File: src/rtl/uart_cmd_pkg.sv
// Shared encodings for the UART command parser: FSM states, ASCII constants
// and the acknowledge sequencer state.
package uart_cmd_pkg;

    typedef enum logic [1:0] {
        StIdle    = 2'd0,
        StDigits  = 2'd1,
        StDiscard = 2'd2
    } state_t;

    // Which acknowledge byte is currently presented to the transmitter.
    typedef enum logic {
        AckChar    = 1'b0,
        AckNewline = 1'b1
    } ack_state_t;

    localparam logic [7:0] CH_P  = 8'h50;
    localparam logic [7:0] CH_LF = 8'h0A;
    localparam logic [7:0] CH_CR = 8'h0D;
    localparam logic [7:0] CH_A  = 8'h41;
    localparam logic [7:0] CH_0  = 8'h30;
    localparam logic [7:0] CH_9  = 8'h39;

    function automatic logic is_digit(input logic [7:0] b);
        return (b >= CH_0) && (b <= CH_9);
    endfunction

endpackage

File: src/rtl/uart_cmd_if.sv
// Byte-stream / command bus between the UART receiver, the parser and the
// UART transmitter. The parser uses the slave modport.
interface uart_cmd_if;
    logic       rx_valid;
    logic [7:0] rx_data;
    logic       cmd_valid;
    logic [7:0] cmd_angle;
    logic [15:0] cmd_pulse;
    logic       cmd_error;
    logic       ack_tx_valid;
    logic [7:0] ack_tx_data;
    logic       ack_tx_ready;

    modport master (
        output rx_valid, rx_data, ack_tx_ready,
        input  cmd_valid, cmd_angle, cmd_pulse, cmd_error, ack_tx_valid, ack_tx_data
    );

    modport slave (
        input  rx_valid, rx_data, ack_tx_ready,
        output cmd_valid, cmd_angle, cmd_pulse, cmd_error, ack_tx_valid, ack_tx_data
    );
endinterface

File: src/rtl/uart_cmd_ack.sv
// Acknowledge sequencer: on start, presents 'A' then '\n' to the transmitter
// with a valid/ready handshake. A start while busy is ignored.
module uart_cmd_ack
    import uart_cmd_pkg::*;
(
    input  logic       clk,
    input  logic       reset_uart,
    input  logic       start,
    input  logic       ready,
    output logic       valid,
    output logic [7:0] data
);

    ack_state_t state;

    // Load 'A' on start, advance to '\n' then idle as each byte transfers.
    always_ff @(posedge clk or posedge reset_uart) begin
        if (reset_uart) begin
            state <= AckChar;
            valid <= 1'b0;
            data  <= 8'h00;
        end else if (!valid) begin
            if (start) begin
                state <= AckChar;
                valid <= 1'b1;
                data  <= CH_A;
            end
        end else if (ready) begin
            if (state == AckChar) begin
                state <= AckNewline;
                data  <= CH_LF;
            end else begin
                state <= AckChar;
                valid <= 1'b0;
                data  <= 8'h00;
            end
        end
    end

endmodule

File: src/rtl/uart_cmd_parser.sv
// UART servo command parser: accepts frames "P<1-3 digits>\n", ignores '\r',
// and reports an angle plus the matching servo pulse width in clk cycles.
// Optional acknowledge transmission is enabled by defining UART_CMD_ACK_EN.
module uart_cmd_parser
    import uart_cmd_pkg::*;
#(
    parameter int unsigned MAX_ANGLE      = 180,
    parameter int unsigned PULSE_MIN_CYC  = 27000,
    parameter int unsigned PULSE_STEP_CYC = 150
) (
    input logic        clk,
    input logic        reset_uart,
    uart_cmd_if.slave  bus
);

    localparam logic [9:0]  max_acc   = 10'(MAX_ANGLE);
    localparam logic [15:0] pulse_rst = 16'(PULSE_MIN_CYC);

    state_t      state;
    logic [9:0]  acc;
    logic [1:0]  cnt;
    logic        cmd_valid;
    logic        cmd_error;
    logic [7:0]  cmd_angle;
    logic [15:0] cmd_pulse;

    logic [9:0]  acc_next;
    logic [15:0] pulse_next;

    // acc holds at most two digits when a third arrives, so 10 bits never overflow.
    assign acc_next   = 10'(acc * 10'd10) + {6'd0, bus.rx_data[3:0]};
    assign pulse_next = 16'(PULSE_MIN_CYC + 32'(acc) * PULSE_STEP_CYC);

    // Frame FSM with registered command outputs; strobes last one cycle.
    always_ff @(posedge clk or posedge reset_uart) begin
        if (reset_uart) begin
            state     <= StIdle;
            acc       <= '0;
            cnt       <= '0;
            cmd_valid <= 1'b0;
            cmd_error <= 1'b0;
            cmd_angle <= 8'd0;
            cmd_pulse <= pulse_rst;
        end else begin
            cmd_valid <= 1'b0;
            cmd_error <= 1'b0;
            if (bus.rx_valid && (bus.rx_data != CH_CR)) begin
                case (state)
                    StIdle: begin
                        if (bus.rx_data == CH_P) begin
                            state <= StDigits;
                            acc   <= '0;
                            cnt   <= '0;
                        end else if (bus.rx_data != CH_LF) begin
                            state <= StDiscard;
                        end
                    end
                    StDigits: begin
                        if (is_digit(bus.rx_data)) begin
                            if (cnt == 2'd3) begin
                                state <= StDiscard;
                            end else begin
                                acc <= acc_next;
                                cnt <= cnt + 2'd1;
                            end
                        end else if (bus.rx_data == CH_LF) begin
                            state <= StIdle;
                            if ((cnt != 2'd0) && (acc <= max_acc)) begin
                                cmd_valid <= 1'b1;
                                cmd_angle <= acc[7:0];
                                cmd_pulse <= pulse_next;
                            end else begin
                                cmd_error <= 1'b1;
                            end
                        end else begin
                            state <= StDiscard;
                        end
                    end
                    StDiscard: begin
                        if (bus.rx_data == CH_LF) begin
                            state     <= StIdle;
                            cmd_error <= 1'b1;
                        end
                    end
                    default: state <= StIdle;
                endcase
            end
        end
    end

    assign bus.cmd_valid = cmd_valid;
    assign bus.cmd_error = cmd_error;
    assign bus.cmd_angle = cmd_angle;
    assign bus.cmd_pulse = cmd_pulse;

`ifdef UART_CMD_ACK_EN
    logic       ack_valid;
    logic [7:0] ack_data;

    uart_cmd_ack u_ack (
        .clk        (clk),
        .reset_uart (reset_uart),
        .start      (cmd_valid),
        .ready      (bus.ack_tx_ready),
        .valid      (ack_valid),
        .data       (ack_data)
    );

    assign bus.ack_tx_valid = ack_valid;
    assign bus.ack_tx_data  = ack_data;
`else
    assign bus.ack_tx_valid = 1'b0;
    assign bus.ack_tx_data  = 8'h00;
`endif

endmodule

File: src/flat_wrapper.sv
// flat-port wrapper written by rule: the top's interface ports become plain ports
module uart_cmd_parser_flat import uart_cmd_pkg::*;
#(
    parameter int unsigned MAX_ANGLE      = 180,
    parameter int unsigned PULSE_MIN_CYC  = 27000,
    parameter int unsigned PULSE_STEP_CYC = 150
)
  (clk, reset_uart, bus_rx_valid, bus_rx_data, bus_ack_tx_ready, bus_cmd_valid, bus_cmd_angle, bus_cmd_pulse, bus_cmd_error, bus_ack_tx_valid, bus_ack_tx_data);
  uart_cmd_if bus_i ();
  input logic clk;
  input logic reset_uart;
  input wire logic [$bits(bus_i.rx_valid)-1:0] bus_rx_valid;
  input wire logic [$bits(bus_i.rx_data)-1:0] bus_rx_data;
  input wire logic [$bits(bus_i.ack_tx_ready)-1:0] bus_ack_tx_ready;
  output wire logic [$bits(bus_i.cmd_valid)-1:0] bus_cmd_valid;
  output wire logic [$bits(bus_i.cmd_angle)-1:0] bus_cmd_angle;
  output wire logic [$bits(bus_i.cmd_pulse)-1:0] bus_cmd_pulse;
  output wire logic [$bits(bus_i.cmd_error)-1:0] bus_cmd_error;
  output wire logic [$bits(bus_i.ack_tx_valid)-1:0] bus_ack_tx_valid;
  output wire logic [$bits(bus_i.ack_tx_data)-1:0] bus_ack_tx_data;
  assign bus_i.rx_valid = bus_rx_valid;
  assign bus_i.rx_data = bus_rx_data;
  assign bus_i.ack_tx_ready = bus_ack_tx_ready;
  assign bus_cmd_valid = bus_i.cmd_valid;
  assign bus_cmd_angle = bus_i.cmd_angle;
  assign bus_cmd_pulse = bus_i.cmd_pulse;
  assign bus_cmd_error = bus_i.cmd_error;
  assign bus_ack_tx_valid = bus_i.ack_tx_valid;
  assign bus_ack_tx_data = bus_i.ack_tx_data;
  uart_cmd_parser #(.MAX_ANGLE(MAX_ANGLE), .PULSE_MIN_CYC(PULSE_MIN_CYC), .PULSE_STEP_CYC(PULSE_STEP_CYC)) u_core (.clk(clk), .reset_uart(reset_uart), .bus(bus_i));
endmodule
File: config.mk
export PLATFORM = sky130hd
export DESIGN_NAME = uart_cmd_parser_flat
export DESIGN_NICKNAME = d
export VERILOG_FILES = /design/src/rtl/uart_cmd_pkg.sv /design/src/rtl/uart_cmd_if.sv /design/src/rtl/uart_cmd_ack.sv /design/src/rtl/uart_cmd_parser.sv /design/src/flat_wrapper.sv
export SDC_FILE = /design/constraint.sdc
export NUM_CORES = 1
export LEC_CHECK = 0
export ABC_AREA = 1
export CAP_MARGIN = 40
export CORE_MARGIN = 8
export CORE_UTILIZATION = 52
export CTS_BUF_LIST = sky130_fd_sc_hd__clkbuf_4
export DETAILED_ROUTE_END_ITERATION = 8
export PLACE_DENSITY_LB_ADDON = 0.25
export SETUP_SLACK_MARGIN = 0.4
export SYNTH_ARGS = -nofsm -noshare
export SYNTH_HDL_FRONTEND = slang
export SYNTH_SLANG_ARGS = --single-unit
File: constraint.sdc
create_clock -name clk -period 3.4 [get_ports clk]
set_input_delay 0.68 -clock clk [delete_from_list [all_inputs] [get_ports clk]]
set_output_delay 0.68 -clock clk [all_outputs]
set_load 0.02 [all_outputs]
==> results by group, run 1 <==
Hold path
  – Hold path endpoint: u_core.bus.cmd_pulse[13]
  – Hold Path Origin: u_core.bus.cmd_pulse[13]
  – Hold WC Path Type: flip-flop to flip-flop
  – Hold path cells: 2

Timing
  – Pins Over Slew Limit: 0
  – RSZ-0062 raised after global routing: yes
  – Worst slew margin: 0.586
  – Max Clk Rate: 288 MHz
  – Worst Skew: between 20 and 25 ps
  – Min cycle time layout: 3470 ps
  – Final hold violations: 0
  – Setup violators final: 4
  – Worst setup margin: -73.6 ps
  – Final clock period utilization by the worst path: 1.02
  – Worst Tran Pin Value: between 600 and 700 ps

Synthesis
  – Post-synth EDFFs: 0
  – Async SR Flop Fraction: 1.00
  – Mapped Cells: between 400 and 500
  – Yosys warnings: 0
  – Seq cells post-synth: 38
  – Post-synth top flop: dfrtp_1
  – Post-synthesis sequential area ratio: 0.252
  – Post-synth top area share: 0.197
  – Post-Syn Area: about 3800 sq um
  – Synth cell types: between 40 and 50
  – Synth top area cells: dfrtp_1, ha_1, nand2_1
  – Mean post-synth cell area: ~7.7 sq um
  – Synth area leader: dfrtp_1

Critical path
  – Buf/Inv on CP: 3
  – Reg2Reg Setup Slack: -70 ps
  – Top delay family on crit path: adder cells
  – CP max FO: 4
  – Most used cell, CP: nand2_1
  – Reg-to-Reg End: u_core.bus.cmd_pulse[14]
  – Worst path max stage delay: roughly 500 ps
  – CP Class: flip-flop to flip-flop
  – Critical path data arrival time: 3780 ps
  – Worst r2r path cells: 20
  – Crit-path cells: ha_4, ha_4, inv_2, fa_1, inv_2, fa_1, ha_4, nand2_4, nor2_2, nand2_2, buf_4, nand3_4, nand2_2, nand3_2, nand2_1, nand2_2, nand2_1, nand2_1, nand3_1, nand2_1
  – Reg2reg start: u_core.acc[5]
  – Critical Path RT: 3710 ps
  – Slowest CP cell: dfrtp_2
  – CP startpoint kind: flip-flop
  – Crit end category: flip-flop

Place
  – Hpwl dp: 7000 microns
  – Gpl congestion: 0.862
  – I/O Buffers: 35
  – Placed insts: 652

Clock network
  – Reg clk slew, reported paths: ~120 ps
  – Clk sink count: 38
  – CTS Buf Count: 5
  – CTS max path bufs: 2
  – TritonCTS clock tree: done
  – # hold bufs at CTS: 0
  – H-tree lvl count: 2
  – Worst skew pair latency: 370 ps
  – Clk root buf: clkbuf_4

Global routing
  – Antenna violations before repair: 0
  – Vias in the first global route: about 3500
  – First-pass GRT wire length: 15200 microns
  – Largest net degree at the start of global routing: 27
  – Global Route Usage Sum: 0.183
  – Grt ovf: 0

Detailed routing
  – Routed length per instance: 14.3 microns
  – Number of DRC markers in iteration 0: about 140
  – Post-DRT Antenna Nets: 0
  – Drt first pass iters: 4
  – Routed WL: 9580 microns
  – Number of remaining DRC errors: 0
  – DR vias: 3433
  – Via density: slightly above 5

Finish
  – Register area: just under 1000 sq um
  – # nets final: 650
  – Multi-input logic area: 2850 sq um
  – Final Util: 0.699
  – Fillers: 548
  – ANT cells: 0
  – Post-route insts no fill: 672
  – Layout cell share with drive strength beyond 1: 0.277
  – Area grow syn2layout: 31.4%

Die
  – Die area: 10300 sq um
  – Ports: 47
  – Initial core utilization: 0.532
  – # rows: 31
  – Core ar.: 7180 sq um
  – Die Y: 102 microns
  – Die span in x: around 100 microns

Status
  – Failing checks: setup timing
  – Status: finished with violations

Power and ir drop
  – LEAKAGE: 2.52 nW
  – Worst VDD drop: ~0.00017 V
  – Pwr/cell area: 200 nW/um^2
  – Total power: ~0.001 W

Flow run
  – Max-cap viol count: 0
worst max path at each step:
stage                  start                       end  cells after the start
6_report       u_core.acc[5]  u_core.bus.cmd_pulse[14]                     20
5_1_grt        u_core.acc[6]  u_core.bus.cmd_pulse[14]                     20
4_1_cts        u_core.acc[5]  u_core.bus.cmd_pulse[14]                     20
3_5_place_dp   u_core.acc[7]  u_core.bus.cmd_pulse[15]                     18
3_3_place_gp   u_core.acc[6]  u_core.bus.cmd_pulse[15]                     20
2_1_floorplan  u_core.acc[7]  u_core.bus.cmd_pulse[15]                     18
report_power, final:
part | switching (W) | total [W] | leakage, nW | internal, W
clock network | 0.000167 | 0.000393 | 0.0528 | 0.000226
logic | 0.0000965 | 0.000146 | 1.98 | 0.0000490
registers | 0.00000642 | 0.000465 | 0.490 | 0.000459
cells in the final DEF (no fill, tap or decap), drive strengths merged:
| master | count |
|---|---|
| nand2 | 138 |
| inv | 83 |
| ha | 53 |
| buf | 39 |
| nand3 | 37 |
| clkdlybuf4s50 | 35 |
| dfrtp | 30 |
| nor2 | 30 |
| o21ai | 26 |
| a21oi | 16 |
| fa | 13 |
| conb | 10 |
| xnor2 | 9 |
| dfstp | 8 |
| nand4 | 7 |
| xor2 | 5 |
| clkbuf | 5 |
| nor3 | 5 |
| or2 | 4 |
| a22o | 3 |
| clkinv | 3 |
| a31oi | 2 |
| o31ai | 2 |
| bufinv | 2 |
| o21bai | 2 |
| and2 | 1 |
| o2111ai | 1 |
| a21o | 1 |
| nor4 | 1 |
| nand3b | 1 |
| a21boi | 1 |
worst min-delay path, stage by stage (launching register included):
cell     delay [ps]
dfstp_2         380
nand2_1          50
nand2_1          40
timing repair:
action	4_1_cts	5_1_grt
gates cloned	0	0
setup buffers	9	3
gates resized for setup	39	22
pin swaps	19	13
setup endpoints to repair	8	9
cells by family after synthesis:
group,count (synthesis),synth area share
fa+ha+maj,66,0.242
xor+xnor,14,0.0321
compound gates,54,0.0940
simple gates,224,0.258
flops,38,0.252
other cells,1,0.000982
buf+inv,102,0.122
metal layers:
| layer | GRT usage | vias to the layer above | wire (microns) |
|---|---|---|---|
| li1 | - | 1721 | - |
| met4 | 0.0527 | 0 | 174 |
| met2 | 0.343 | 54 | 5160 |
| met3 | 0.0344 | 15 | 323 |
| met1 | 0.203 | 1643 | 3920 |
| met5 | 0 | - | 0 |
state kept, by name (all words and copies together) (netlist names):
name,count
u_core.state,2
u_core.bus.cmd_error,1
u_core.bus.cmd_pulse,14
u_core.bus.cmd_angle,8
u_core.cnt,2
u_core.acc,10
u_core.bus.cmd_valid,1
cell usage after synthesis, types with 2 or more instances:
master	n
a21oi_1	12
a21oi_2	4
a22o_1	3
a31oi_1	2
buf_2	2
buf_4	11
buf_6	3
dfrtp_1	30
dfstp_2	8
fa_1	13
ha_1	53
inv_1	81
inv_2	2
nand2_1	135
nand2_2	3
nand3_1	35
nand4_1	7
nor2_1	26
nor2_2	2
nor2_4	2
nor3_1	3
nor3_2	2
o21ai_0	11
o21ai_1	4
o21ai_2	11
o21bai_1	2
o31ai_1	2
or2_1	2
xnor2_1	9
xor2_1	5
metrics by stage:
stage	cell area [sq um]	worst slack [ps]	hold slack [ps]	TNS [ps]
final	5020	-73.6	468	-165
after global routing	5020	-243	505	-959
after CTS	4870	-49.6	471	-98.0
after detailed placement	4530	-94.9	459	-229
after global placement	4530	-69.6	455	-88.7
after floorplan	3990	107	478	0
cell type report:
class,count,share of cell area
multi-input combinational,368,0.567
sequential,38,0.193
timing repair buffer,74,0.130
inverter,85,0.0646
tap,99,0.0247
clock inverter,3,0.0127
clock buffer,5,0.00748
No activity file was read; power rests on OpenSTA's default activity.
==> inputs of run 2 (changes only) <==
CORE_MARGIN = 2   (was 8)
==> run 2 against run 1 <==
Sequential share of layout area rose by 0.44 points. Cell count fell by 0.60%. Wire length fell by 11%. Critical endpoint is now u_core.bus.cmd_pulse[15]. Critical path type unchanged. Power fell by 8.3%. The run still ends with setup timing left. Worst setup slack improved by 16 ps. Critical path depth fell by 2. Largest power group unchanged. Non-clock buffer count fell by 4. Utilization fell by 1.7 points. Sequential cell count did not move. Fmax rose by 0.47%. Clock-buffer cell count did not move. Register-to-register slack improved by 20 ps.
==> results by group, run 2 (same netlist as run 1, synthesis figures left out) <==
Detailed routing
  – WL met1: 3700 microns
  – Top layer in use: met4
  – Routed length per instance: between 10 and 15 microns
  – Number of remaining DRC errors: 0
  – Drt first pass iters: 4
  – Post-DRT Antenna Nets: 0
  – Met3 WL: between 300 and 400 microns
  – DR vias: 3326
  – Routed WL: approximately 8600 microns
  – Number of DRC markers in iteration 0: 119
  – Met2 wire len: between 4000 and 5000 microns
  – Via density: 4.98

Timing
  – Final clock period utilization by the worst path: 1.02
  – Worst Skew: 13.9 ps
  – RSZ-0062 raised after global routing: yes
  – Max Clk Rate: 289 MHz
  – Setup violators final: 2
  – Final hold violations: 0
  – Hold slack final: between 400 and 500 ps
  – Worst Tran Pin Value: 550 ps
  – Worst slew margin: 0.633
  – Pins Over Slew Limit: 0
  – Min cycle time layout: 3460 ps
  – TNS Setup: -95.5 ps
  – Worst setup margin: -57.3 ps

Clock network
  – H-tree lvl count: 2
  – CTS Buf Count: 5
  – Worst skew pair latency: between 300 and 400 ps
  – TritonCTS clock tree: done
  – Clk sink count: 38
  – CTS max path bufs: 2
  – Reg clk slew, reported paths: 130 ps
  – Clk root buf: clkbuf_4

Critical path
  – Crit end category: flip-flop
  – Slowest CP cell: fa_1
  – Top delay family on crit path: adder cells
  – Critical path data arrival time: 3710 ps
  – Worst path max stage delay: 510 ps
  – CP startpoint kind: flip-flop
  – Worst r2r path cells: 18
  – Most used cell, CP: nand2_2
  – CP max FO: 5
  – Reg2Reg Setup Slack: -60 ps
  – Buf/Inv on CP: 2
  – Crit-path cells: ha_4, ha_4, fa_1, inv_1, fa_1, inv_2, ha_4, nand2_2, nor2_2, nand3_2, nand3_1, nand2_2, nand2_2, nand2_2, nor2_4, nand3_1, nand3_1, nand2_1
  – Reg-to-Reg End: u_core.bus.cmd_pulse[15]
  – CP Class: flip-flop to flip-flop
  – Critical Path RT: 3650 ps
  – Reg2reg start: u_core.acc[6]

Place
  – I/O Buffers: 35
  – Hpwl dp: 6770 microns
  – Gpl congestion: 0.869

Finish
  – Commonest non-fill, non-tap cells in the layout: nand2_1, inv_1, ha_1, clkdlybuf4s50_1, buf_4
  – Largest reg by FF count: u_core.bus.cmd_pulse
  – Layout cell share with drive strength beyond 1: 0.269
  – Most common cell after layout, fill and taps aside: nand2_1
  – Fillers: 599
  – ANT cells: 0
  – # nets final: 646
  – Leading registers by flop count: u_core.bus.cmd_pulse (14), u_core.acc (10), u_core.bus.cmd_angle (8)
  – Area grow syn2layout: 28.3%
  – Max FFs per register: 14

Global routing
  – Vias in the first global route: 3211
  – Grt ovf: 0
  – Global Route Usage Sum: 0.218
  – First-pass GRT wire length: ~14000 microns
  – Largest net degree at the start of global routing: 32
  – Antenna violations before repair: 0

Die
  – Die span in x: roughly 90 microns
  – Initial core utilization: 0.532
  – Core ar.: 7180 sq um
  – Die area: 8050 sq um
  – Ports: 47
  – Die Y: about 90 microns
  – # rows: 31

Hold path
  – Hold path endpoint: u_core.bus.cmd_pulse[14]
  – Hold WC Path Type: flip-flop to flip-flop
  – Hold path cells: 2
  – Hold Path Origin: u_core.bus.cmd_pulse[14]

Status
  – Status: finished with violations
  – Failing checks: setup timing

Power and ir drop
  – LEAKAGE: 2.51 nW
  – Pwr/cell area: around 190 nW/um^2
  – Worst VDD drop: 0.000228 V

Flow run
  – Max-cap viol count: 0
==> run 2: worst max path at each step <==
stage	startpoint	endpoint	depth (start not counted)
final	u_core.acc[6]	u_core.bus.cmd_pulse[15]	18
after global routing	u_core.acc[6]	u_core.bus.cmd_pulse[15]	20
after CTS	u_core.acc[5]	u_core.bus.cmd_pulse[15]	20
after detailed placement	u_core.acc[6]	u_core.bus.cmd_pulse[15]	19
after global placement	u_core.acc[6]	u_core.bus.cmd_pulse[15]	19
after floorplan	u_core.acc[7]	u_core.bus.cmd_pulse[15]	18
==> run 2: final cells by class <==
class                           count  area, sq um  area share
Clock buffer                        5         37.5     0.00766
Clock inverter                      3         40.0     0.00817
Inverter                           85          324      0.0661
Multi-Input combinational cell    368         2790       0.569
Sequential cell                    38          967       0.197
Tap cell                           99          124      0.0253
Timing Repair Buffer               70          621       0.127
==> run 2: tightest hold or removal path: stages (launching register included) <==
cell	delay, ps
dfstp_2	380
nand2_1	50
nand2_1	50
==> run 2: what timing repair did <==
action                     in CTS  in global routing
gates resized for setup        23                 33
gates cloned                    0                  0
setup endpoints to repair       8                  9
pin swaps                      25                 24
hold buffers                    0                  0
buffers inserted                9                  2
==> run 2: power by group <==
part	total (W)	internal [W]	switching (W)
Clock	0.000314	0.000152	0.000162
Sequential	0.000465	0.000459	0.00000603
Combinational	0.000142	0.0000485	0.0000939
==> run 2: metal layers <==
layer	up-vias	global-route usage
met5	-	0
met1	1531	0.262
met3	17	0.0420
met2	65	0.394
met4	0	0.0611
li1	1713	-
==> run 2: metrics by stage <==
stage	power, W	setup slack [ps]	area [sq um]	util	cells
final	0.000921	-57.3	4900	0.683	668
after detailed placement	0.000614	-124	4500	0.628	649
after CTS	0.000927	-15.0	4740	0.661	666
after global placement	0.000609	-92.9	4500	0.628	649
after global routing	0.000965	-249	4900	0.683	668
after floorplan	0.000585	107	3990	-	508
